`config.mk`:
```
export PLATFORM = sky130hd
export DESIGN_NAME = fetch
export DESIGN_NICKNAME = d
export VERILOG_FILES = /design/src/rtl/fetch_pkg.sv /design/src/rtl/fetch_skid.sv /design/src/rtl/fetch.sv
export SDC_FILE = /design/constraint.sdc
export NUM_CORES = 1
export LEC_CHECK = 0
export ABC_AREA = 1
export BUFFER_PORTS_ARGS = -buffer_cell sky130_fd_sc_hd__buf_2
export CAP_MARGIN = 20
export CORE_UTILIZATION = 55
export DETAILED_ROUTE_END_ITERATION = 7
export GPL_TIMING_DRIVEN = 0
export HOLD_SLACK_MARGIN = 0.1
export PLACE_DENSITY = 0.85
export SETUP_SLACK_MARGIN = 0.4
export SLEW_MARGIN = 20
export SYNTH_ARGS = -nofsm -noshare
export SYNTH_HDL_FRONTEND = slang
export SYNTH_HIERARCHICAL = 1
export SYNTH_SLANG_ARGS = --single-unit
```
`constraint.sdc`:
```
create_clock -name clk -period 2.6 [get_ports clk]
set_clock_uncertainty 0.1 [all_clocks]
set_input_delay 0.65 -clock clk [delete_from_list [all_inputs] [get_ports clk]]
set_output_delay 0.65 -clock clk [all_outputs]
set_load 0.01 [all_outputs]
```
`src/rtl/fetch_pkg.sv`:
```
// Shared definitions for the PIGRO fetch stage: FSM encoding and the
// instruction that is presented to decode while no real word is available.
package fetch_pkg;

  typedef enum logic [2:0] {
    S_FILL,
    S_RUN,
    S_HOLD,
    S_DRAIN,
    S_HALT
  } state_t;

  localparam logic [31:0] NOP = 32'h0000_0000;

endpackage

```
`src/rtl/fetch_skid.sv`:
```
// One-entry skid register for fetch: parks the in-flight word and its pc
// while decode stalls, so the word is neither lost nor re-fetched.
module fetch_skid #(
  parameter int PC_W = 5
) (
  input  logic            clk,
  input  logic            rst,
  input  logic            capture,
  input  logic            clear,
  input  logic [31:0]     cap_data,
  input  logic [PC_W-1:0] cap_pc,
  output logic            valid,
  output logic [31:0]     data,
  output logic [PC_W-1:0] pc
);

  always_ff @(posedge clk) begin
    if (!rst) begin
      valid <= 1'b0;
      data  <= '0;
      pc    <= '0;
    end else if (capture) begin
      valid <= 1'b1;
      data  <= cap_data;
      pc    <= cap_pc;
    end else if (clear) begin
      valid <= 1'b0;
    end
  end

endmodule

```
`src/rtl/fetch.sv`:
```
// PIGRO instruction fetch: owns the pc, drives a synchronous-read imem and
// hands {instruction, pc} to decode, honouring stall and jump feedback.
module fetch
  import fetch_pkg::*;
#(
  parameter int              PC_W         = 5,
  parameter logic [PC_W-1:0] RESET_PC     = '0,
  parameter bit              HALT_ON_WRAP = 1'b1
) (
  input  logic            clk,
  input  logic            rst,
  input  logic            stall,
  input  logic            jump_flag,
  input  logic [PC_W-1:0] jump_dest,
  output logic [PC_W-1:0] imem_addr,
  input  logic [31:0]     imem_data,
  output logic [31:0]     instruction_out,
  output logic [PC_W-1:0] pc_out,
  output logic            halted
);

  localparam logic [PC_W-1:0] PC_MAX = '1;

  state_t          state, state_nxt;
  logic [PC_W-1:0] fetch_pc, fetch_nxt;
  logic            infl_valid, infl_valid_nxt;
  logic [PC_W-1:0] infl_pc, infl_pc_nxt;
  logic [31:0]     instr_nxt;
  logic [PC_W-1:0] pco_nxt;
  logic            halted_nxt;
  logic            skid_cap, skid_clr, skid_valid;
  logic [31:0]     skid_data;
  logic [PC_W-1:0] skid_pc;
  logic            wrap_stop;

  // imem sees the pc register directly; stall/jump only act on the next edge.
  assign imem_addr = fetch_pc;
  assign wrap_stop = HALT_ON_WRAP && (fetch_pc == PC_MAX);

  fetch_skid #(.PC_W(PC_W)) u_skid (
    .clk      (clk),
    .rst      (rst),
    .capture  (skid_cap),
    .clear    (skid_clr),
    .cap_data (imem_data),
    .cap_pc   (infl_pc),
    .valid    (skid_valid),
    .data     (skid_data),
    .pc       (skid_pc)
  );

  always_ff @(posedge clk) begin
    if (!rst) begin
      state           <= S_FILL;
      fetch_pc        <= RESET_PC;
      infl_valid      <= 1'b0;
      infl_pc         <= '0;
      instruction_out <= NOP;
      pc_out          <= '0;
      halted          <= 1'b0;
    end else begin
      state           <= state_nxt;
      fetch_pc        <= fetch_nxt;
      infl_valid      <= infl_valid_nxt;
      infl_pc         <= infl_pc_nxt;
      instruction_out <= instr_nxt;
      pc_out          <= pco_nxt;
      halted          <= halted_nxt;
    end
  end

  always_comb begin
    state_nxt      = state;
    fetch_nxt      = fetch_pc;
    infl_valid_nxt = infl_valid;
    infl_pc_nxt    = infl_pc;
    instr_nxt      = instruction_out;
    pco_nxt        = pc_out;
    halted_nxt     = halted;
    skid_cap       = 1'b0;
    skid_clr       = 1'b0;
    case (state)
      S_FILL: begin
        infl_valid_nxt = 1'b1;
        infl_pc_nxt    = fetch_pc;
        if (wrap_stop) state_nxt = S_DRAIN;
        else begin
          fetch_nxt = fetch_pc + 1'b1;
          state_nxt = S_RUN;
        end
      end
      S_RUN, S_HOLD, S_DRAIN: begin
        if (stall) begin
          // Outputs and pc freeze; only the word already in flight is kept.
          if (infl_valid && !skid_valid) skid_cap = 1'b1;
          infl_valid_nxt = 1'b0;
          if (state == S_RUN) state_nxt = S_HOLD;
        end else if (jump_flag) begin
          fetch_nxt      = jump_dest;
          infl_valid_nxt = 1'b0;
          skid_clr       = 1'b1;
          instr_nxt      = NOP;
          pco_nxt        = '0;
          state_nxt      = S_RUN;
        end else begin
          if (skid_valid) begin
            instr_nxt = skid_data;
            pco_nxt   = skid_pc;
          end else if (infl_valid) begin
            instr_nxt = imem_data;
            pco_nxt   = infl_pc;
          end else begin
            instr_nxt = NOP;
            pco_nxt   = '0;
          end
          skid_clr = 1'b1;
          if (state == S_DRAIN) begin
            infl_valid_nxt = 1'b0;
            state_nxt      = S_HALT;
          end else begin
            infl_valid_nxt = 1'b1;
            infl_pc_nxt    = fetch_pc;
            // Last address: keep fetch_pc parked and let the final word drain.
            if (wrap_stop) state_nxt = S_DRAIN;
            else begin
              fetch_nxt = fetch_pc + 1'b1;
              state_nxt = S_RUN;
            end
          end
        end
      end
      S_HALT: begin
        instr_nxt      = NOP;
        pco_nxt        = '0;
        halted_nxt     = 1'b1;
        infl_valid_nxt = 1'b0;
      end
      default: state_nxt = S_FILL;
    endcase
  end

endmodule

```
==> results_dict.tcl <==
set metrics [dict create \
    seq_area_frac_synth 0.4517 \
    dp.cells 750 \
    grt_pass1_vias 3656 \
    area_delta_synth_final_pct 18.44 \
    cts_resized 0 \
    layout_worst_path_cycle_share 0.7782 \
    syn-mean-instance-area_um2 6.973 \
    slowest_stage "dfxtp_1" \
    start_util 0.5775 \
    synthCells 572 \
    grt_pass1_wl_mm 16.17 \
    drt_iter0_drc 340 \
    hold_buffers 0 \
    critPathMaxStageDelay_ns 0.35 \
    holdPathEnd "instruction_out[9]" \
    vdd_drop_max_mv 0.3465 \
    dpl.hpwl_mm 6.938 \
    die-area_mm2 0.007597 \
    postRouteWirelength_mm 9.967 \
    worstHoldStart "instruction_out[9]" \
    die_y_um 87.16 \
    cts_tree "built" \
    dr.pass1.iters 5 \
    cts.path.max_buffers 2 \
    yosys_warnings 6 \
    total_power_mw 2.836 \
    final_antenna_net_count 0 \
    nNetsFinal 707 \
    grt_max_degree 15 \
    die_x_um 87.16 \
    fmax_mhz 494.2 \
    vias 4022 \
    clk_pin_slew_ns 0.09 \
    critical_path.max_fanout 10 \
    wl_per_cell_um 13.01 \
    r2r_setup_slack_ns 0.58 \
    io_buffers 82 \
    regArea_mm2 0.001802 \
    startpoint_type "flop" \
    syn_area_mm2 0.003989 \
    htreeDepth 3 \
    rr_startpoint "infl_valid" \
    path_class "reg -> reg" \
    placed_area_mm2 0.004519 \
    root_buffer "clkbuf_8" \
    fin_cells 766 \
    via_per_inst 5.251 \
    slew_violations 0 \
    min_path_type "reg -> reg" \
    cts_setup_buffers 0 \
    cp.arrival_ns 2.16 \
    ios 84 \
    final_area_mm2 0.004725 \
    cp_common_cell "nor2_1" \
    setup_violations 0 \
    hold_viol 0 \
    setup_tns_ns 0 \
    drive_gt1_frac 0.2179 \
    powerDensity_mw_per_mm2 600.3 \
    holdPathStages 2 \
    status "complete, no violations" \
    drc_errors 0 \
    worst_pin_slew_ns 0.5866 \
    yosysUniqueCellTypes 27 \
    synthTopCellsByArea "dfxtp_1, nand2_1, nor2_1, nand3_1, a21oi_1" \
    cts_inserted_buffers 9 \
    path_cells "buf_2 > buf_2 > nand2_1 > nor2_1 > buf_6 > inv_4 > buf_8 > buf_6 > nor2_1 > nor2_1" \
    drv_cap 0 \
    max_slew_margin 0.6089 \
    n_antenna_cell 0 \
    synth.ff_latch_count 90 \
    r2r-end "u_skid/data[17]" \
    min_period_ns 2.023 \
    grt_setup_unrepaired "no" \
    endpoint_kind "flop" \
    overflow 0 \
    multi_input_area_mm2 0.001851 \
    synth_top_area_share 0.4517 \
    antenna_found_initial 0 \
    yosys.area.top_type "dfxtp_1" \
    r2r_cells 10 \
    power.leakage_nw 2.259 \
    core_area_mm2 0.006907 \
    clock-sinks 90 \
    most-common-layout-cells "nand2_1, buf_2, dfxtp_1, nor2_1, nand3_1" \
    worstPathRequired_ns 2.74 \
    syn_nets 614 \
    clock_latency_ns 0.35 \
    layout_commonest_cell "nand2_1" \
    grt_util_all_layers 0.2700 \
    rows 30 \
    fillers 608 \
    gp_congestion 0.8111 \
]
[power breakdown]
part           switching, mW  total, mW  internal (mW)
clock                  0.485      0.981          0.496
combinational          0.238      0.373          0.135
sequential            0.0445       1.48           1.44
total                  0.768       2.84           2.07
[Yosys cell counts, drive strengths merged]
master	number
nand2	181
nor2	99
dfxtp	90
a21oi	47
nand3	44
o21ai	44
buf	29
inv	19
clkbuf	9
nand4	3
nand3b	2
nor3	2
a211oi	1
clkinv	1
ha	1
[worst max-delay path: cells and delay by family (launching register included)]
kind | cells | cell delay [ns]
buffers and inverters | 6 | 0.99
flip-flops | 1 | 0.35
AND/OR/NAND/NOR | 4 | 0.47
[cell families after synthesis]
family,after synthesis,share of synthesized area
and+or+nand+nor,331,0.3391
AOI/OAI and AO/OA,92,0.1217
DFF,90,0.4517
buffers and inverters,58,0.08438
adders and majority gates,1,0.003136
[sequential cells by signal, indices dropped and copies added (netlist names)]
name	count
state	3
u_skid/valid	1
infl_pc	5
u_skid/data	32
imem_addr	5
infl_valid	1
u_skid/pc	5
pc_out	5
instruction_out	32
halted	1
[routing by layer]
| layer | part of all wire | routed length, um | track usage | vias to the layer above |
|---|---|---|---|---|
| li1 | - | - | - | 2013 |
| met1 | 0.45 | 4495 | 0.3536 | 1834 |
| met2 | 0.48 | 4735 | 0.4474 | 154 |
| met3 | 0.057 | 573 | 0.04550 | 21 |
| met4 | 0.016 | 163 | 0.1028 | 0 |
| met5 | 0 | 0 | 0 | - |
[worst max path at each step]
stage,from,to,slack [ns],cells after the start
floorplan,infl_valid,u_skid/data[20],0.93,10
global placement,infl_valid,u_skid/data[20],0.73,10
detailed placement,infl_valid,u_skid/data[17],0.66,10
CTS,infl_valid,u_skid/data[17],0.63,10
global route,infl_valid,u_skid/data[17],0.45,10
finish,infl_valid,u_skid/data[17],0.58,10
[area by class of cell]
class,instances,area share
Buffer,38,0.05482
Clock buffer,12,0.03284
Clock inverter,4,0.01059
Inverter,20,0.01642
Multi-Input combinational cell,424,0.3917
Sequential cell,90,0.3814
Tap cell,96,0.02542
Timing Repair Buffer,82,0.08686
[per-stage QoR]
step,hold slack (ns),util,setup WS [ns]
5_1_grt,0.3763,0.6841,0.4465
4_1_cts,0.3602,0.6841,0.6318
6_report,0.3558,0.6841,0.5766
3_3_place_gp,0.3443,0.6543,0.7336
2_1_floorplan,0.3531,-,0.9315
3_5_place_dp,0.3486,0.6543,0.6557
Power figures use the tool's default switching activity.
